File: src/rtl/interp_ctrl_pkg.sv
// Shared fixed-point definitions for the symbol-sync interpolator path.
// Latency: n/a (types, constants and a combinational helper only).
// Backpressure: n/a.
package interp_ctrl_pkg;

   localparam int SYM_WIDTH = 1;
   localparam int INT_WIDTH = 1;
   localparam int DEC_WIDTH = 14;
   localparam int WORD_W    = SYM_WIDTH + INT_WIDTH + DEC_WIDTH;
   localparam int EXT_W     = WORD_W + 1;

   typedef logic signed [WORD_W-1:0] word_t;
   typedef logic signed [EXT_W-1:0]  ext_t;

   localparam word_t ONE    = word_t'(2**DEC_WIDTH);
   localparam word_t ONE_M1 = word_t'(2**DEC_WIDTH - 1);
   localparam word_t HALF   = word_t'(2**(DEC_WIDTH-1));
   localparam word_t LSB    = word_t'(1);

   // Saturate a one-bit-wider intermediate into [lo, hi], otherwise truncate to a word.
   function automatic word_t sat_word(input ext_t x, input word_t lo, input word_t hi);
      word_t r;
      if (x < ext_t'(lo)) begin
         r = lo;
      end else if (x > ext_t'(hi)) begin
         r = hi;
      end else begin
         r = word_t'(x);
      end
      return r;
   endfunction

endpackage

File: src/rtl/interp_ctrl_if.sv
// Sample/step input bundle and strobe/tap output bundle of interp_ctrl.
// Latency: n/a (wiring only).
// Backpressure: none; the sample source is never stalled.
interface interp_ctrl_if;
   import interp_ctrl_pkg::*;

   logic  in_valid;
   word_t in_i;
   word_t in_q;
   word_t w_in;
   logic  w_load;

   logic  out_valid;
   word_t uk;
   word_t buf_i1, buf_i2, buf_i3, buf_i4;
   word_t buf_q1, buf_q2, buf_q3, buf_q4;
   logic  sym_phase;

   // Sample source / loop filter side.
   modport master (
      output in_valid, in_i, in_q, w_in, w_load,
      input  out_valid, uk, buf_i1, buf_i2, buf_i3, buf_i4,
             buf_q1, buf_q2, buf_q3, buf_q4, sym_phase
   );

   // Interpolator controller side.
   modport slave (
      input  in_valid, in_i, in_q, w_in, w_load,
      output out_valid, uk, buf_i1, buf_i2, buf_i3, buf_i4,
             buf_q1, buf_q2, buf_q3, buf_q4, sym_phase
   );

endinterface

File: src/rtl/interp_nco.sv
// Modulo-1 decrementing NCO with clamped step register; flags underflow and derives uk.
// Latency: underflow_o/uk_o are combinational from current state; eta/W update on the edge.
// Backpressure: none; advances only when step_i is high.
module interp_nco
   import interp_ctrl_pkg::*;
#(
   parameter word_t W_RESET   = HALF,
   parameter word_t ETA_RESET = HALF
) (
   input  logic  clk,
   input  logic  rst_n,
   input  logic  step_i,
   input  word_t w_in_i,
   input  logic  w_load_i,
   output logic  underflow_o,
   output word_t uk_o
);

   word_t eta_q, eta_d;
   word_t w_q, w_d;
   ext_t  diff;

   // Next-state of eta and W; the step used this cycle is always the registered W,
   // so a load coinciding with a sample only affects the following samples.
   always_comb begin
      diff        = ext_t'(eta_q) - ext_t'(w_q);
      underflow_o = step_i & diff[EXT_W-1];
      // 2*eta is exact only at W = 0.5; it is the accepted approximation of mu.
      uk_o        = sat_word(ext_t'(eta_q) <<< 1, '0, ONE_M1);
      eta_d       = eta_q;
      if (step_i) begin
         eta_d = diff[EXT_W-1] ? word_t'(diff + ext_t'(ONE)) : word_t'(diff);
      end
      w_d = w_q;
      if (w_load_i) begin
         // A zero or negative step would stall the loop; >= ONE would skip samples.
         w_d = sat_word(ext_t'(w_in_i), LSB, ONE_M1);
      end
   end

   // NCO state registers with synchronous reset.
   always_ff @(posedge clk) begin
      if (!rst_n) begin
         eta_q <= ETA_RESET;
         w_q   <= W_RESET;
      end else begin
         eta_q <= eta_d;
         w_q   <= w_d;
      end
   end

endmodule

File: src/rtl/interp_ctrl.sv
// Interpolator controller: I/Q delay line plus NCO; emits uk and 4 aligned taps per underflow.
// Latency: 1 cycle from the accepting edge to out_valid; taps/uk hold between strobes.
// Backpressure: none; one sample per cycle when in_valid, downstream must take each strobe.
module interp_ctrl
   import interp_ctrl_pkg::*;
#(
   parameter word_t W_RESET   = HALF,
   parameter word_t ETA_RESET = HALF
) (
   input  logic         clk,
   input  logic         rst_n,
   interp_ctrl_if.slave bus
);

   logic  uf;
   word_t uk_nco;
   logic  strobe;

   // Three history samples suffice: the oldest output tap is the third history
   // entry at the moment of the strobe, together with the incoming sample.
   word_t dly_i_q [0:2];
   word_t dly_q_q [0:2];
   word_t dly_i_d [0:2];
   word_t dly_q_d [0:2];
   logic [2:0] fill_q, fill_d;

   logic  out_valid_q, out_valid_d;
   word_t uk_q, uk_d;
   word_t tap_i_q [0:3];
   word_t tap_q_q [0:3];
   word_t tap_i_d [0:3];
   word_t tap_q_d [0:3];
   logic  phase_q, phase_d;

   interp_nco #(
      .W_RESET   (W_RESET),
      .ETA_RESET (ETA_RESET)
   ) u_nco (
      .clk         (clk),
      .rst_n       (rst_n),
      .step_i      (bus.in_valid),
      .w_in_i      (bus.w_in),
      .w_load_i    (bus.w_load),
      .underflow_o (uf),
      .uk_o        (uk_nco)
   );

   // Shift the delay line per sample and latch uk/taps only on a strobe after warm-up.
   always_comb begin
      strobe      = uf & (fill_q >= 3'd3);
      dly_i_d     = dly_i_q;
      dly_q_d     = dly_q_q;
      fill_d      = fill_q;
      out_valid_d = strobe;
      uk_d        = uk_q;
      tap_i_d     = tap_i_q;
      tap_q_d     = tap_q_q;
      phase_d     = phase_q;
      if (bus.in_valid) begin
         dly_i_d[0] = bus.in_i;
         dly_i_d[1] = dly_i_q[0];
         dly_i_d[2] = dly_i_q[1];
         dly_q_d[0] = bus.in_q;
         dly_q_d[1] = dly_q_q[0];
         dly_q_d[2] = dly_q_q[1];
         if (fill_q != 3'd4) begin
            fill_d = fill_q + 3'd1;
         end
      end
      if (strobe) begin
         uk_d       = uk_nco;
         tap_i_d[0] = bus.in_i;
         tap_i_d[1] = dly_i_q[0];
         tap_i_d[2] = dly_i_q[1];
         tap_i_d[3] = dly_i_q[2];
         tap_q_d[0] = bus.in_q;
         tap_q_d[1] = dly_q_q[0];
         tap_q_d[2] = dly_q_q[1];
         tap_q_d[3] = dly_q_q[2];
         phase_d    = ~phase_q;
      end
   end

   // Delay line, fill count and registered outputs; phase resets to 1 so the first strobe reads 0.
   always_ff @(posedge clk) begin
      if (!rst_n) begin
         for (int k = 0; k < 3; k++) begin
            dly_i_q[k] <= '0;
            dly_q_q[k] <= '0;
         end
         for (int k = 0; k < 4; k++) begin
            tap_i_q[k] <= '0;
            tap_q_q[k] <= '0;
         end
         fill_q      <= '0;
         out_valid_q <= 1'b0;
         uk_q        <= '0;
         phase_q     <= 1'b1;
      end else begin
         dly_i_q     <= dly_i_d;
         dly_q_q     <= dly_q_d;
         tap_i_q     <= tap_i_d;
         tap_q_q     <= tap_q_d;
         fill_q      <= fill_d;
         out_valid_q <= out_valid_d;
         uk_q        <= uk_d;
         phase_q     <= phase_d;
      end
   end

   assign bus.out_valid = out_valid_q;
   assign bus.uk        = uk_q;
   assign bus.buf_i1    = tap_i_q[0];
   assign bus.buf_i2    = tap_i_q[1];
   assign bus.buf_i3    = tap_i_q[2];
   assign bus.buf_i4    = tap_i_q[3];
   assign bus.buf_q1    = tap_q_q[0];
   assign bus.buf_q2    = tap_q_q[1];
   assign bus.buf_q3    = tap_q_q[2];
   assign bus.buf_q4    = tap_q_q[3];
   assign bus.sym_phase = phase_q;

endmodule
File: src/flat_wrapper.sv
// flat-port wrapper written by rule: the top's interface ports become plain ports
module interp_ctrl_flat import interp_ctrl_pkg::*;
#(
   parameter word_t W_RESET   = HALF,
   parameter word_t ETA_RESET = HALF
)
  (clk, rst_n, bus_in_valid, bus_in_i, bus_in_q, bus_w_in, bus_w_load, bus_out_valid, bus_uk, bus_buf_i1, bus_buf_i2, bus_buf_i3, bus_buf_i4, bus_buf_q1, bus_buf_q2, bus_buf_q3, bus_buf_q4, bus_sym_phase);
  interp_ctrl_if bus_i ();
  input  logic clk;
  input  logic rst_n;
  input wire logic [$bits(bus_i.in_valid)-1:0] bus_in_valid;
  input wire logic [$bits(bus_i.in_i)-1:0] bus_in_i;
  input wire logic [$bits(bus_i.in_q)-1:0] bus_in_q;
  input wire logic [$bits(bus_i.w_in)-1:0] bus_w_in;
  input wire logic [$bits(bus_i.w_load)-1:0] bus_w_load;
  output wire logic [$bits(bus_i.out_valid)-1:0] bus_out_valid;
  output wire logic [$bits(bus_i.uk)-1:0] bus_uk;
  output wire logic [$bits(bus_i.buf_i1)-1:0] bus_buf_i1;
  output wire logic [$bits(bus_i.buf_i2)-1:0] bus_buf_i2;
  output wire logic [$bits(bus_i.buf_i3)-1:0] bus_buf_i3;
  output wire logic [$bits(bus_i.buf_i4)-1:0] bus_buf_i4;
  output wire logic [$bits(bus_i.buf_q1)-1:0] bus_buf_q1;
  output wire logic [$bits(bus_i.buf_q2)-1:0] bus_buf_q2;
  output wire logic [$bits(bus_i.buf_q3)-1:0] bus_buf_q3;
  output wire logic [$bits(bus_i.buf_q4)-1:0] bus_buf_q4;
  output wire logic [$bits(bus_i.sym_phase)-1:0] bus_sym_phase;
  assign bus_i.in_valid = bus_in_valid;
  assign bus_i.in_i = bus_in_i;
  assign bus_i.in_q = bus_in_q;
  assign bus_i.w_in = bus_w_in;
  assign bus_i.w_load = bus_w_load;
  assign bus_out_valid = bus_i.out_valid;
  assign bus_uk = bus_i.uk;
  assign bus_buf_i1 = bus_i.buf_i1;
  assign bus_buf_i2 = bus_i.buf_i2;
  assign bus_buf_i3 = bus_i.buf_i3;
  assign bus_buf_i4 = bus_i.buf_i4;
  assign bus_buf_q1 = bus_i.buf_q1;
  assign bus_buf_q2 = bus_i.buf_q2;
  assign bus_buf_q3 = bus_i.buf_q3;
  assign bus_buf_q4 = bus_i.buf_q4;
  assign bus_sym_phase = bus_i.sym_phase;
  interp_ctrl #(.W_RESET(W_RESET), .ETA_RESET(ETA_RESET)) u_core (.clk(clk), .rst_n(rst_n), .bus(bus_i));
endmodule
File: config.mk
export PLATFORM = sky130hd
export DESIGN_NAME = interp_ctrl_flat
export DESIGN_NICKNAME = d
export VERILOG_FILES = /design/src/rtl/interp_ctrl_pkg.sv /design/src/rtl/interp_ctrl_if.sv /design/src/rtl/interp_nco.sv /design/src/rtl/interp_ctrl.sv /design/src/flat_wrapper.sv
export SDC_FILE = /design/constraint.sdc
export NUM_CORES = 1
export LEC_CHECK = 0
export ABC_AREA = 0
export CAP_MARGIN = 20
export CORE_ASPECT_RATIO = 0.8
export CORE_MARGIN = 3
export CORE_UTILIZATION = 40
export CTS_BUF_LIST = sky130_fd_sc_hd__clkbuf_16
export CTS_CLUSTER_DIAMETER = 30
export DETAILED_ROUTE_END_ITERATION = 8
export PLACE_DENSITY = 0.71
export SLEW_MARGIN = 20
export SYNTH_ARGS = -nofsm -noshare
export SYNTH_HDL_FRONTEND = slang
export SYNTH_HIERARCHICAL = 1
export SYNTH_SLANG_ARGS = --single-unit
File: constraint.sdc
create_clock -name clk -period 2.9 [get_ports clk]
set_input_delay 0.435 -clock clk [delete_from_list [all_inputs] [get_ports clk]]
set_output_delay 0.435 -clock clk [all_outputs]
set_load 0.02 [all_outputs]
---- Word level (Yosys, flattened, before mapping) ----
Index checks and enable logic that the tools add are counted.
cells by class
  $add $sub $neg .......................... 3
  $lt $le $gt $ge ......................... 5
  equality and inequality tests ........... 1
  muxes and demuxes ....................... 5
  bitwise gates (word level) .............. 3
  reductions and logical operators ........ 1
operators with widths
  kind                      count
  $mux W16                  5
  $gt A17 B15 Y1 const B    1
  $lt A17 B1 Y1 const B     1
  $sub A16 B16 Y17          1
  $add A16 B16 Y16 const B  1
  $gt A16 B15 Y1 const B    1
  $lt A16 B2 Y1 const B     1
  $add A3 B1 Y3 const B     1
  $ge A3 B2 Y1 const B      1
  $ne A3 B3 Y1 const B      1
  $and A1 B1 Y1             2
  $reduce_and A2 Y1         1
  $not A1 Y1                1
word-level totals
  flip-flop bits (word level) ............. 277
  bits of input ports ..................... 52
  output and inout bits ................... 146
  word-level logic and storage cells ...... 38

---- Longest topological paths before layout ----
  word-level depth ........................ 3
  gate-level depth with buffers ........... 18
  depth with buffers taken out ............ 15

---- Modules after synthesis ----
The synthesis kept the hierarchy.
by module, submodules not included
  module       times used  cells an instance  area an instance (um2)  seq. area each (um2)
  interp_ctrl  1           960                9461.6                  4904.7
  interp_nco   1           299                2331.0                  640.6

---- Worst setup path after synthesis ----
Ideal clock, no wire load.
  kind .................................... reg-to-reg
  start ................................... register u_core.u_nco.eta_q[0]
  end ..................................... register u_core.tap_i_q (netlist bit u_core/bus.buf_i1[0])
  setup time .............................. 0.072 ns
  arrival ................................. 3.057 ns
  required time ........................... 2.828 ns
  slack ................................... -0.229 ns
  stages on the path, launching flop included .. 19
  path buffers ............................ 3
  clock period less this slack ............ 3.129 ns
  cell sequence ........................... dfxtp_1 -> inv_1 -> ha_1 -> inv_1 -> fa_1 -> a211o_1 -> a21oi_2 -> a21bo_2 -> o21ai_2 -> and2_1 -> buf_4 -> nand2_1 -> a31oi_1 -> nor2_1 -> inv_1 -> nor2_2 -> buf_4 -> buf_4 -> mux2i_1
on the way
  longest elaborated chain between the ends .. 3
ends and longest elaborated chain
  what                      line                text
  start: declaration        interp_nco.sv:19    word_t eta_q, eta_d;
  start signal: assignment  interp_nco.sv:47    eta_q <= eta_d;
  $sub A16 B16 Y17          interp_nco.sv:26    diff = ext_t'(eta_q) - ext_t'(w_q);
  $and A1 B1 Y1             interp_nco.sv:27    underflow_o = step_i & diff[EXT_W-1];
  net u_core.uf             interp_ctrl.sv:15   logic uf;
  $and A1 B1 Y1             interp_ctrl.sv:50   strobe = uf & (fill_q >= 3'd3);
  end signal: assignment    interp_ctrl.sv:102  tap_i_q <= tap_i_d;
  end: declaration          interp_ctrl.sv:29   word_t tap_i_q [0:3];
The timed path passes the listed nets, and every way through them passes these cells.
A chain may end at the register's enable or synchronous reset.

---- Worst setup path after layout ----
  start ................................... register u_core.u_nco.eta_q[0]
  end ..................................... register u_core.u_nco.eta_q[14]
on the way
  longest elaborated chain between the ends .. 3
ends and longest elaborated chain
  what                  line              text
  $sub A16 B16 Y17 (*)  interp_nco.sv:26
  $add A16 B16 Y16      interp_nco.sv:32  eta_d = diff[EXT_W-1] ? word_t'(diff + ext_t'(ONE)) : word_t'(diff);
  $mux W16 (*)          interp_nco.sv:32
Mark *: on every way between the ends. The rest lies on a longest branch, timed or not.

==> results.toml <==
[run_status]
status = "finished with violations"
violations = "setup timing"

[critical_path]
rrSetupSlack_ns = -0.15
cp-start-kind = "flop"
reg2reg_from = "u_core/u_nco/eta_q[0]$_SDFFE_PN0P_"
required_ns = 3.33
end_kind = "flop"
worstSetupPathType = "reg -> reg"
crit_fanout = 3
rr_worst_depth = 21
crit_arrival_ns = 3.48
r2r_end = "u_core/u_nco/eta_q[14]$_SDFFE_PN0P_"

[floorplan]
die_y_um = 160
placementRows = 55
start_util_pct = 41.2
die_area_um2 = 31600
die_w_um = 198
ioPinCount = 198
core_area_um2 = 28600

[clocking]
cts.path.max_buffers = 3
cts_tree = "done"
cts.clk_slew.worst_paths_ns = 0.05
htree_levels = 2
root_buffer = "clkbuf_16"
clock_latency_ns = 0.56
numCtsBuffers = 51
cts_sinks = 277

[final_layout]
layout_common_cells = "301 x nand2_1, 276 x dfxtp_1, 244 x mux2i_1, 195 x clkdlybuf4s50_1, 108 x nor2b_1"
multiInputGateArea_um2 = 5810
layout_commonest_cell = "nand2_1"
fin_cells = 1899
nNetsFinal = 1559
seqCellArea_um2 = 5550
drive_gt1_share_pct = 11.8
nFillCells = 2392
antenna_cells = 0
area_growth_pct = 40.2

[sta]
worst_pin_slew_ns = 0.951
drv_slew = 0
fin_tns_setup_ns = -10.63
hold_viol_final = 0
hold_slack_ns = 0.255
report.final.setup_viol = 137
clock.fmax_mhz = 328
skew_ns = 0.0234
fin_crit_sh_pct = 105
period_needed_ns = 3.05
slew-limit-headroom_pct = 35.8
setup_ws_ns = -0.151
rsz0062_at_grt = "yes"

[power_and_ir_drop]
swShare_pct = 29.0
seqPwrFrac_pct = 33.3
leakage_nw = 6.17
clkPwrFrac_pct = 45.4
intPower_w = 0.00878
p_comb_share_pct = 21.3
power_switching_w = 0.00359
ir_drop_v = 0.000565
pwr_density_cell_nw_per_um2 = 749

[hold_path]
worstHoldPathCells = 3
hold_path.startpoint = "bus_in_valid"
hold_path_class = "in -> reg"
min_to = "u_core/fill_q[2]$_SDFFE_PN0P_"

[yosys]
synth_cells = 1259
synthMuxAreaShare_pct = 21.1
seq_area_frac_synth_pct = 47.0
yosys_warnings = 6
synth_compound_gate_area_share_pct = 6.23
synth_simple_gate_area_share_pct = 18.1
avgSynthCellArea_um2 = 9.37
synth_edf_count = 0
synth_ff_type = "dfxtp_1"
synth-xor-area-share_pct = 0.668
synthArstFlopShare_pct = 0
netlist_area_um2 = 11800
synth_top_family_by_area = "multiplexers"
synth_nets = 1332
synthAdderAreaFrac_pct = 2.29
yosys_register_bits = 277
synth_cell_types = 55

[detailed_routing]
vias = 9210
drt_iter0_markers = 514
drc = 0
final_antenna_net_count = 0
wl_per_cell_um = 15.9
wirelength_mm = 30.2
firstDrtPassIters = 5
vias_per_cell = 4.85

[placed_design]
port_buffers = 197
dp.cells = 1773
dp.final_hpwl_mm = 19.4
gp_congestion = 0.831

[global_routing]
grt_util_met1_pct = 23.7
grtUsageTotal_pct = 18.0
grt_max_degree = 110
overflow = 0
grt_pass1_vias = 9162
grt_use_met2_pct = 28.5
grt_pass1_wl_mm = 47.2
grt_use_met3_pct = 5.58
globalRoute.busiestLayer = "met2"
antenna_found_initial = 2

[run]
cap_violations = 0
[flip-flops by register name, summed over array words and instances, names as in the netlist, 3 cells and up]
register            flops
u_core/dly_i_q         48
u_core/dly_q_q         48
u_core/bus.buf_i1      16
u_core/bus.buf_i2      16
u_core/bus.buf_i3      16
u_core/bus.buf_i4      16
u_core/bus.buf_q1      16
u_core/bus.buf_q2      16
u_core/bus.buf_q3      16
u_core/bus.buf_q4      16
u_core/bus.uk          16
u_core/u_nco/eta_q     16
u_core/u_nco/w_q       16
u_core/fill_q           3
[cells by family after synthesis]
logic type	count (synthesis)
simple gates	469
flops	277
mux	248
buf+inv	127
compound gates	107
fa+ha+maj	21
xor+xnor	9
other cells	1
[critical path: stages (launching register included)]
cell and delay [ns]:
dfxtp_2 0.33, inv_2 0.05, ha_4 0.15, inv_2 0.05, fa_2 0.21, a211o_1 0.17, a21oi_2 0.07, a21bo_2 0.20
o21ai_2 0.13, and2_4 0.18, nand2_4 0.06, buf_4 0.15, buf_4 0.12, buf_4 0.12, buf_4 0.12, buf_4 0.12
buf_4 0.12, buf_4 0.12, buf_4 0.12, buf_4 0.14, a31oi_4 0.12, o21ai_1 0.07
[per-layer routing]
layer,wire (µm),part of all wire [%]
met3,2030,6.7
met5,13,0.043
met2,13800,46
met1,13900,46
met4,489,1.6
[worst max-delay path by stage]
stage                                            start                                  end  slack [ns]  cells past startpoint
global placement    u_core/u_nco/eta_q[0]$_SDFFE_PN0P_    u_core/bus.buf_q1[8]$_SDFFE_PN0P_       -0.01                     17
finish              u_core/u_nco/eta_q[0]$_SDFFE_PN0P_  u_core/u_nco/eta_q[14]$_SDFFE_PN0P_       -0.15                     21
CTS                 u_core/u_nco/eta_q[0]$_SDFFE_PN0P_   u_core/bus.buf_i3[13]$_SDFFE_PN0P_       -0.14                     17
floorplan           u_core/u_nco/eta_q[0]$_SDFFE_PN0P_    u_core/bus.buf_i1[0]$_SDFFE_PN0P_        0.01                     18
detailed placement  u_core/u_nco/eta_q[0]$_SDFFE_PN0P_   u_core/bus.buf_i3[13]$_SDFFE_PN0P_       -0.12                     17
global route        u_core/u_nco/eta_q[0]$_SDFFE_PN0P_   u_core/bus.buf_i3[13]$_SDFFE_PN0P_       -0.28                     17
[stage by stage]
stage / setup WS (ns) / util, % / power (W) / cell area, µm²
after floorplan: 0.0143 / - / 0.00573 / 11800
after global placement: -0.00977 / 49.8 / 0.00627 / 14200
after detailed placement: -0.121 / 49.8 / 0.00633 / 14200
after CTS: -0.135 / 56.6 / 0.0123 / 16200
after global routing: -0.279 / 57.7 / 0.0129 / 16500
final: -0.151 / 57.7 / 0.0124 / 16500
[cell type report]
cell class | instances | share of cell area (%)
multi-input cells | 855 | 35.1
flip-flops and latches | 277 | 33.6
repair buffers | 258 | 17.3
clock buffers | 51 | 7.72
well taps | 370 | 2.80
clock inverters | 45 | 2.49
inverters | 43 | 0.977
[synthesized netlist by cell type (9+ instances only)]
| cell type | count | area share [%] |
|---|---|---|
| o211ai_1 | 13 | 0.83 |
| ha_1 | 20 | 2.1 |
| nand2_1 | 302 | 9.6 |
| and2_1 | 16 | 0.85 |
| a21oi_1 | 25 | 1.1 |
| clkbuf_1 | 48 | 1.5 |
| nor2b_1 | 108 | 5.7 |
| buf_2 | 28 | 1.2 |
| o21ai_0 | 23 | 0.98 |
| mux2i_1 | 248 | 21 |
| nor2_1 | 15 | 0.48 |
| inv_1 | 43 | 1.4 |
| dfxtp_1 | 277 | 47 |
| xnor2_1 | 9 | 0.67 |
[power by group through the flow]
stage          Combinational, W  Clock [W]  Sequential, W
2_1_floorplan           0.00153          0        0.00420
3_3_place_gp            0.00209          0        0.00419
3_5_place_dp            0.00214          0        0.00419
4_1_cts                 0.00239    0.00574        0.00412
5_1_grt                 0.00287    0.00594        0.00414
6_report                0.00264    0.00562        0.00412
[timing repair]
| item | in CTS | in global routing |
|---|---|---|
| setup buffers | 15 | 6 |
| resized for setup | 16 | 30 |
| pin swaps | 0 | 3 |
| gates cloned | 3 | 9 |
| endpoints found under the setup margin | 138 | 147 |
| hold buffers | 0 | 0 |
Note: power is estimated with default switching activity, not from simulation.
